<file path="src/rtl/conv55_window_sequencer.sv">
// conv55_window_sequencer: streaming 5x5 window/kernel sequencer for the 6-bit conv datapath
// Ports: start/load_kernel begin a frame; k_* loads 25 weights; pix_* accepts raster pixels;
// win_data/kern_data feed the datapath; conv_sum returns its sum; out_* delivers registered
// results with backpressure; busy = not idle; done pulses after the last result handshake.
module conv55_window_sequencer #(
  parameter int IMG_W = 28,
  parameter int IMG_H = 28,
  parameter int DW    = 6,
  parameter int OW    = 18
) (
  input  logic             clk,
  input  logic             rst_n,
  input  logic             start,
  input  logic             load_kernel,
  input  logic             k_valid,
  output logic             k_ready,
  input  logic [DW-1:0]    k_data,
  input  logic             pix_valid,
  output logic             pix_ready,
  input  logic [DW-1:0]    pix_data,
  output logic [25*DW-1:0] win_data,
  output logic [25*DW-1:0] kern_data,
  input  logic [OW-1:0]    conv_sum,
  output logic             out_valid,
  input  logic             out_ready,
  output logic [OW-1:0]    out_data,
  output logic             busy,
  output logic             done
);
  localparam int NRES = (IMG_W - 4) * (IMG_H - 4);
  localparam int CW = $clog2(IMG_W);
  localparam int RW = $clog2(IMG_H);
  localparam int NW = $clog2(NRES + 1);
  localparam logic [1:0] IDLE = 2'd0, LOAD_K = 2'd1, STREAM = 2'd2, DONE = 2'd3;
  localparam logic [CW-1:0] COL_MAX = CW'(IMG_W - 1);
  localparam logic [RW-1:0] ROW_MAX = RW'(IMG_H - 1);
  localparam logic [NW-1:0] RES_MAX = NW'(NRES - 1);
  logic [1:0]                       state_q, state_d;
  logic [4:0]                       kcnt_q, kcnt_d;
  logic [CW-1:0]                    col_q, col_d;
  logic [RW-1:0]                    row_q, row_d;
  logic [NW-1:0]                    rcnt_q, rcnt_d;
  logic                             pend_q, pend_d;
  logic                             last_q, last_d;
  logic                             ov_q, ov_d;
  logic [OW-1:0]                    od_q, od_d;
  logic [24:0][DW-1:0]              win_q, win_d;
  logic [24:0][DW-1:0]              kern_q, kern_d;
  logic [3:0][IMG_W-1:0][DW-1:0]    lb_q, lb_d;
  logic [4:0][DW-1:0]               new_col;
  logic                             p_acc, o_acc;
  assign k_ready   = state_q == LOAD_K;
  assign busy      = state_q != IDLE;
  assign done      = state_q == DONE;
  assign out_valid = ov_q;
  assign out_data  = od_q;
  assign win_data  = win_q;
  assign kern_data = kern_q;
  // last_q blocks any pixel beyond the frame while the final result drains
  assign pix_ready = (state_q == STREAM) && !pend_q && !last_q && (!ov_q || out_ready);
  assign p_acc     = pix_valid && pix_ready;
  assign o_acc     = ov_q && out_ready;
  // lb row 0 holds the oldest buffered row, so the column enters oldest-first
  assign new_col   = {pix_data, lb_q[3][col_q], lb_q[2][col_q], lb_q[1][col_q], lb_q[0][col_q]};
  always_comb begin
    state_d = state_q;
    kcnt_d  = kcnt_q;
    col_d   = col_q;
    row_d   = row_q;
    rcnt_d  = rcnt_q;
    pend_d  = pend_q;
    last_d  = last_q;
    od_d    = od_q;
    win_d   = win_q;
    kern_d  = kern_q;
    lb_d    = lb_q;
    ov_d    = pend_q ? 1'b1 : (o_acc ? 1'b0 : ov_q);
    case (state_q)
      IDLE: if (start) begin
        state_d = load_kernel ? LOAD_K : STREAM;
        kcnt_d  = '0;
        col_d   = '0;
        row_d   = '0;
        rcnt_d  = '0;
        pend_d  = 1'b0;
        last_d  = 1'b0;
      end
      LOAD_K: if (k_valid) begin
        kern_d[kcnt_q] = k_data;
        kcnt_d         = kcnt_q + 1'b1;
        state_d        = (kcnt_q == 5'd24) ? STREAM : LOAD_K;
      end
      STREAM: begin
        if (p_acc) begin
          lb_d[0][col_q] = lb_q[1][col_q];
          lb_d[1][col_q] = lb_q[2][col_q];
          lb_d[2][col_q] = lb_q[3][col_q];
          lb_d[3][col_q] = pix_data;
          for (int r = 0; r < 5; r++) begin
            for (int c = 0; c < 4; c++) win_d[5*r+c] = win_q[5*r+c+1];
            win_d[5*r+4] = new_col[r];
          end
          col_d  = (col_q == COL_MAX) ? '0 : col_q + 1'b1;
          row_d  = (col_q == COL_MAX) ? row_q + 1'b1 : row_q;
          // windows straddling a row wrap are excluded by the col >= 4 test
          pend_d = (row_q >= RW'(4)) && (col_q >= CW'(4));
          last_d = (row_q == ROW_MAX) && (col_q == COL_MAX);
        end
        if (pend_q) begin
          od_d   = conv_sum;
          pend_d = 1'b0;
        end
        if (o_acc) begin
          rcnt_d  = rcnt_q + 1'b1;
          state_d = (rcnt_q == RES_MAX) ? DONE : STREAM;
        end
      end
      default: state_d = IDLE;
    endcase
  end
  always_ff @(posedge clk or negedge rst_n) begin
    if (!rst_n) begin
      state_q <= IDLE;
      kcnt_q  <= '0;
      col_q   <= '0;
      row_q   <= '0;
      rcnt_q  <= '0;
      pend_q  <= 1'b0;
      last_q  <= 1'b0;
      ov_q    <= 1'b0;
      od_q    <= '0;
      win_q   <= '0;
      kern_q  <= '0;
      lb_q    <= '0;
    end else begin
      state_q <= state_d;
      kcnt_q  <= kcnt_d;
      col_q   <= col_d;
      row_q   <= row_d;
      rcnt_q  <= rcnt_d;
      pend_q  <= pend_d;
      last_q  <= last_d;
      ov_q    <= ov_d;
      od_q    <= od_d;
      win_q   <= win_d;
      kern_q  <= kern_d;
      lb_q    <= lb_d;
    end
  end
endmodule

</file>
<file path="config.mk">
export PLATFORM = sky130hd
export DESIGN_NAME = conv55_window_sequencer
export DESIGN_NICKNAME = d
export VERILOG_FILES = /design/src/rtl/conv55_window_sequencer.sv
export SDC_FILE = /design/constraint.sdc
export NUM_CORES = 2
export LEC_CHECK = 0
export ABC_AREA = 0
export CORE_MARGIN = 2
export CORE_UTILIZATION = 55
export DETAILED_ROUTE_END_ITERATION = 12
export GPL_ROUTABILITY_DRIVEN = 0
export PLACE_DENSITY = 0.76
export SLEW_MARGIN = 20
export SYNTH_ARGS = -nofsm -noshare
export SYNTH_HDL_FRONTEND = slang
export SYNTH_SLANG_ARGS = --single-unit
</file>
<file path="constraint.sdc">
create_clock -name clk -period 5.7 [get_ports clk]
set_clock_uncertainty 0.2 [all_clocks]
set_input_delay 0.57 -clock clk [delete_from_list [all_inputs] [get_ports clk]]
set_output_delay 0.57 -clock clk [all_outputs]
set_load 0.03 [all_outputs]
</file>
==> flow_summary_export.csv <==
group,metric,value,unit
power_and_ir_drop,powerDensity,415,nW/um^2
synthesis,syn_area_per_cell,11.7,um^2
synthesis,synth_area,43700,um^2
clock_network,cts_num_sinks,1020,
setup_path,cp.required,6.00,ns
synthesis,yosysTopAreaCell,"dfrtp_1",
floorplan,start_util,55.5,%
timing,tightest_slew,1.16,ns
clock_network,cts_tree,"yes",
run_status,outcome,"completed",
setup_path,crit_fanout,54,
power_and_ir_drop,power_leakage,23.8,nW
power_and_ir_drop,fin_total_pwr,21.4,mW
min_path,min_path_type,"primary input to flip-flop",
min_path,hold_path_depth,3,
final_layout,drive_above_1_share,19.1,%
routing,drt_iter0_markers,2903,
setup_path,r2r_cells,6,
setup_path,rrSetupSlack,1.75,ns
synthesis,syn_inst,3747,
timing,slew_headroom,22.8,%
routing,finalWirelength,119000,um
min_path,hp-start,"pix_data[2]",
final_layout,fillers,5839,
routing,vias_per_cell,5.97,
setup_path,cp_common_cell,"buf_4",
final_layout,antennaDiodeCount,0,
synthesis,async_reset_ff_share,100,%
placed_design,dpl.hpwl,74400,um
clock_network,clockRootBuffer,"clkbuf_16",
synthesis,synth_commonest_cells,"1020 x dfrtp_1, 826 x nand2_1, 406 x mux2_2",
synthesis,synthFlopType,"dfrtp_1",
timing,rsz0062_at_grt,"false",
routing,drc,0,
clock_network,cts.htree.levels,3,
final_layout,area_growth,18.1,%
setup_path,slowest_delay,1.07,ns
clock_network,clock_latency,0.67,ns
setup_path,end_kind,"flip-flop",
grt,grt_overflow_total,0,
setup_path,arrival,4.26,ns
clock_network,cts-buffers-inserted,104,
job,drv_cap,0,
timing,hold_viol_final,0,
clock_network,clockBufferDepth,3,
floorplan,dieHeight,286,um
grt,grt_max_degree,158,
timing,fin_crit_sh,69.4,%
setup_path,path_cells,"buf_12 > buf_4 > mux4_2 > a211oi_1 > buf_4 > o21ai_0",
setup_path,crit_path_start_kind,"flip-flop",
grt,antenna_found_initial,1,
setup_path,path_buf_inv,3,
timing,setup_viol,0,
floorplan,core-area,78700,um^2
floorplan,rows,103,
final_layout,final_core_util,65.5,%
floorplan,dieArea,81700,um^2
timing,fmax,253,MHz
setup_path,worstSetupPathType,"flip-flop to flip-flop",
routing,wl_per_cell,23.3,um
clock_network,clkTransAtPathRegs,0.06,ns
setup_path,r2r_end,"lb_q[38]",
setup_path,r2r-start,"col_q[0]",
final_layout,finish.net_count,4038,
clock_network,ctsResizeCount,0,
floorplan,io_pins,360,
synthesis,synth-seq-cells,1020,
routing,vias,30600,
routing,drt-pass1-iter-count,6,
synthesis,synth_edf_count,0,
synthesis,synth_most_common_cell,"dfrtp_1",
setup_path,cp_top_family,"buffers and inverters",
grt,grt_pass1_wl,185000,um
synthesis,yosysSeqAreaShare,58.4,%
timing,period_needed,3.95,ns
timing,setup_tns,0,ns
power_and_ir_drop,ir_drop,0.255,mV
synthesis,synth_warnings,0,
synthesis,yosysTopAreaCellShare,58.4,%
synthesis,synth_fp_nets,3795,
floorplan,die_x,286,um
synthesis,ys_top_cells_by_area,"dfrtp_1 58%, mux2_2 10%, nand2_1 7.1%, o21ai_0 4.1%, mux2i_1 3.4%",
routing,final_antenna_net_count,0,
setup_path,cp_slowest_cell,"dfrtp_4",
timing,slew_violations,0,
grt,grt_pass1_vias,30600,
min_path,holdPathEnd,"win_data[146]",
placed_design,portBuffers,359,
synthesis,ys_types,75,
grt,grt_usage,29.3,%
worst max-delay path by stage:
stage | start | to | slack (ns) | cells past startpoint
CTS | col_q[0] | lb_q[386] | 1.58 | 6
global route | col_q[0] | lb_q[26] | 1.65 | 6
finish | col_q[0] | lb_q[38] | 1.75 | 6
detailed placement | col_q[0] | lb_q[52] | 1.64 | 6
global placement | col_q[0] | lb_q[130] | 1.77 | 6
floorplan | col_q[1] | lb_q[174] | 2.57 | 13
tightest hold or removal path, cell delays in order:
cell     delay (ns)
buf_2          0.30
nand2_1        0.14
nand2_1        0.05
cell usage in the layout, fill, tap and decap left out, drive strengths merged, types with 89 or more instances in the layout:
cell type,count
mux2,406
nor2,161
dfrtp,1020
o21ai,364
buf,89
clkdlybuf4s50,353
mux4,95
clkbuf,145
a21oi,134
mux2i,149
nand2,826
cell families (layout without fill, tap and decap cells):
family                   after synthesis  count (layout)  synth area share (%)
AND/OR/NAND/NOR                     1100            1100                  10.1
flip-flops                          1020            1020                  58.4
multiplexers                         650             650                  19.2
AO/OA/AOI/OAI                        629             629                  8.10
buffers and inverters                325             645                  3.61
XOR/XNOR                              12              12                 0.241
adder cells (fa/ha/maj)               11              11                 0.315
registers in the layout, indices dropped and copies added (netlist names), 2 cells and up:
register and count:
row_q 5, win_data 150, kern_data 150, lb_q 672, out_data 18, col_q 5
state_q 2, rcnt_q 10, kcnt_q 5
report_power, final:
group          switching, mW  total [mW]  internal [mW]
Clock                   2.88        6.87           3.99
Combinational           3.66        5.81           2.15
Sequential             0.676        8.73           8.06
Total                   7.22        21.4           14.2
per-layer routing:
| layer | vias to the layer above | global-route usage (%) | part of all wire [%] |
|---|---|---|---|
| li1 | 13500 | - | - |
| met1 | 15600 | 39.4 | 41 |
| met2 | 1198 | 47.7 | 48 |
| met3 | 270 | 5.57 | 7.0 |
| met4 | 0 | 11.4 | 3.9 |
| met5 | - | 0 | 0 |
repair_timing:
action                     CTS  global route
setup endpoints to repair    0             0
hold buffers                 1             0
setup buffers                0             0
hold endpoints to repair    92             0
cell type report:
class                   count  area (um^2)  share of cell area, %
inverters                  19         71.3                  0.138
flip-flops and latches   1020        25500                   49.5
multi-input cells        2402        16900                   32.7
clock inverters            38          448                  0.868
repair buffers            443         4360                   8.46
well taps                1050         1310                   2.55
clock buffers             145         3000                   5.81
stage by stage:
stage | area, um^2 | setup slack, ns | instances | hold WS [ns]
after floorplan | 43700 | 2.57 | 3747 | 0.0744
after global placement | 48100 | 1.77 | 4930 | 0.253
after detailed placement | 48100 | 1.64 | 4931 | 0.261
after CTS | 51600 | 1.58 | 5115 | 0.276
after global routing | 51600 | 1.65 | 5117 | 0.233
final | 51600 | 1.75 | 5117 | 0.216
Note: power is estimated with default switching activity, not from simulation.
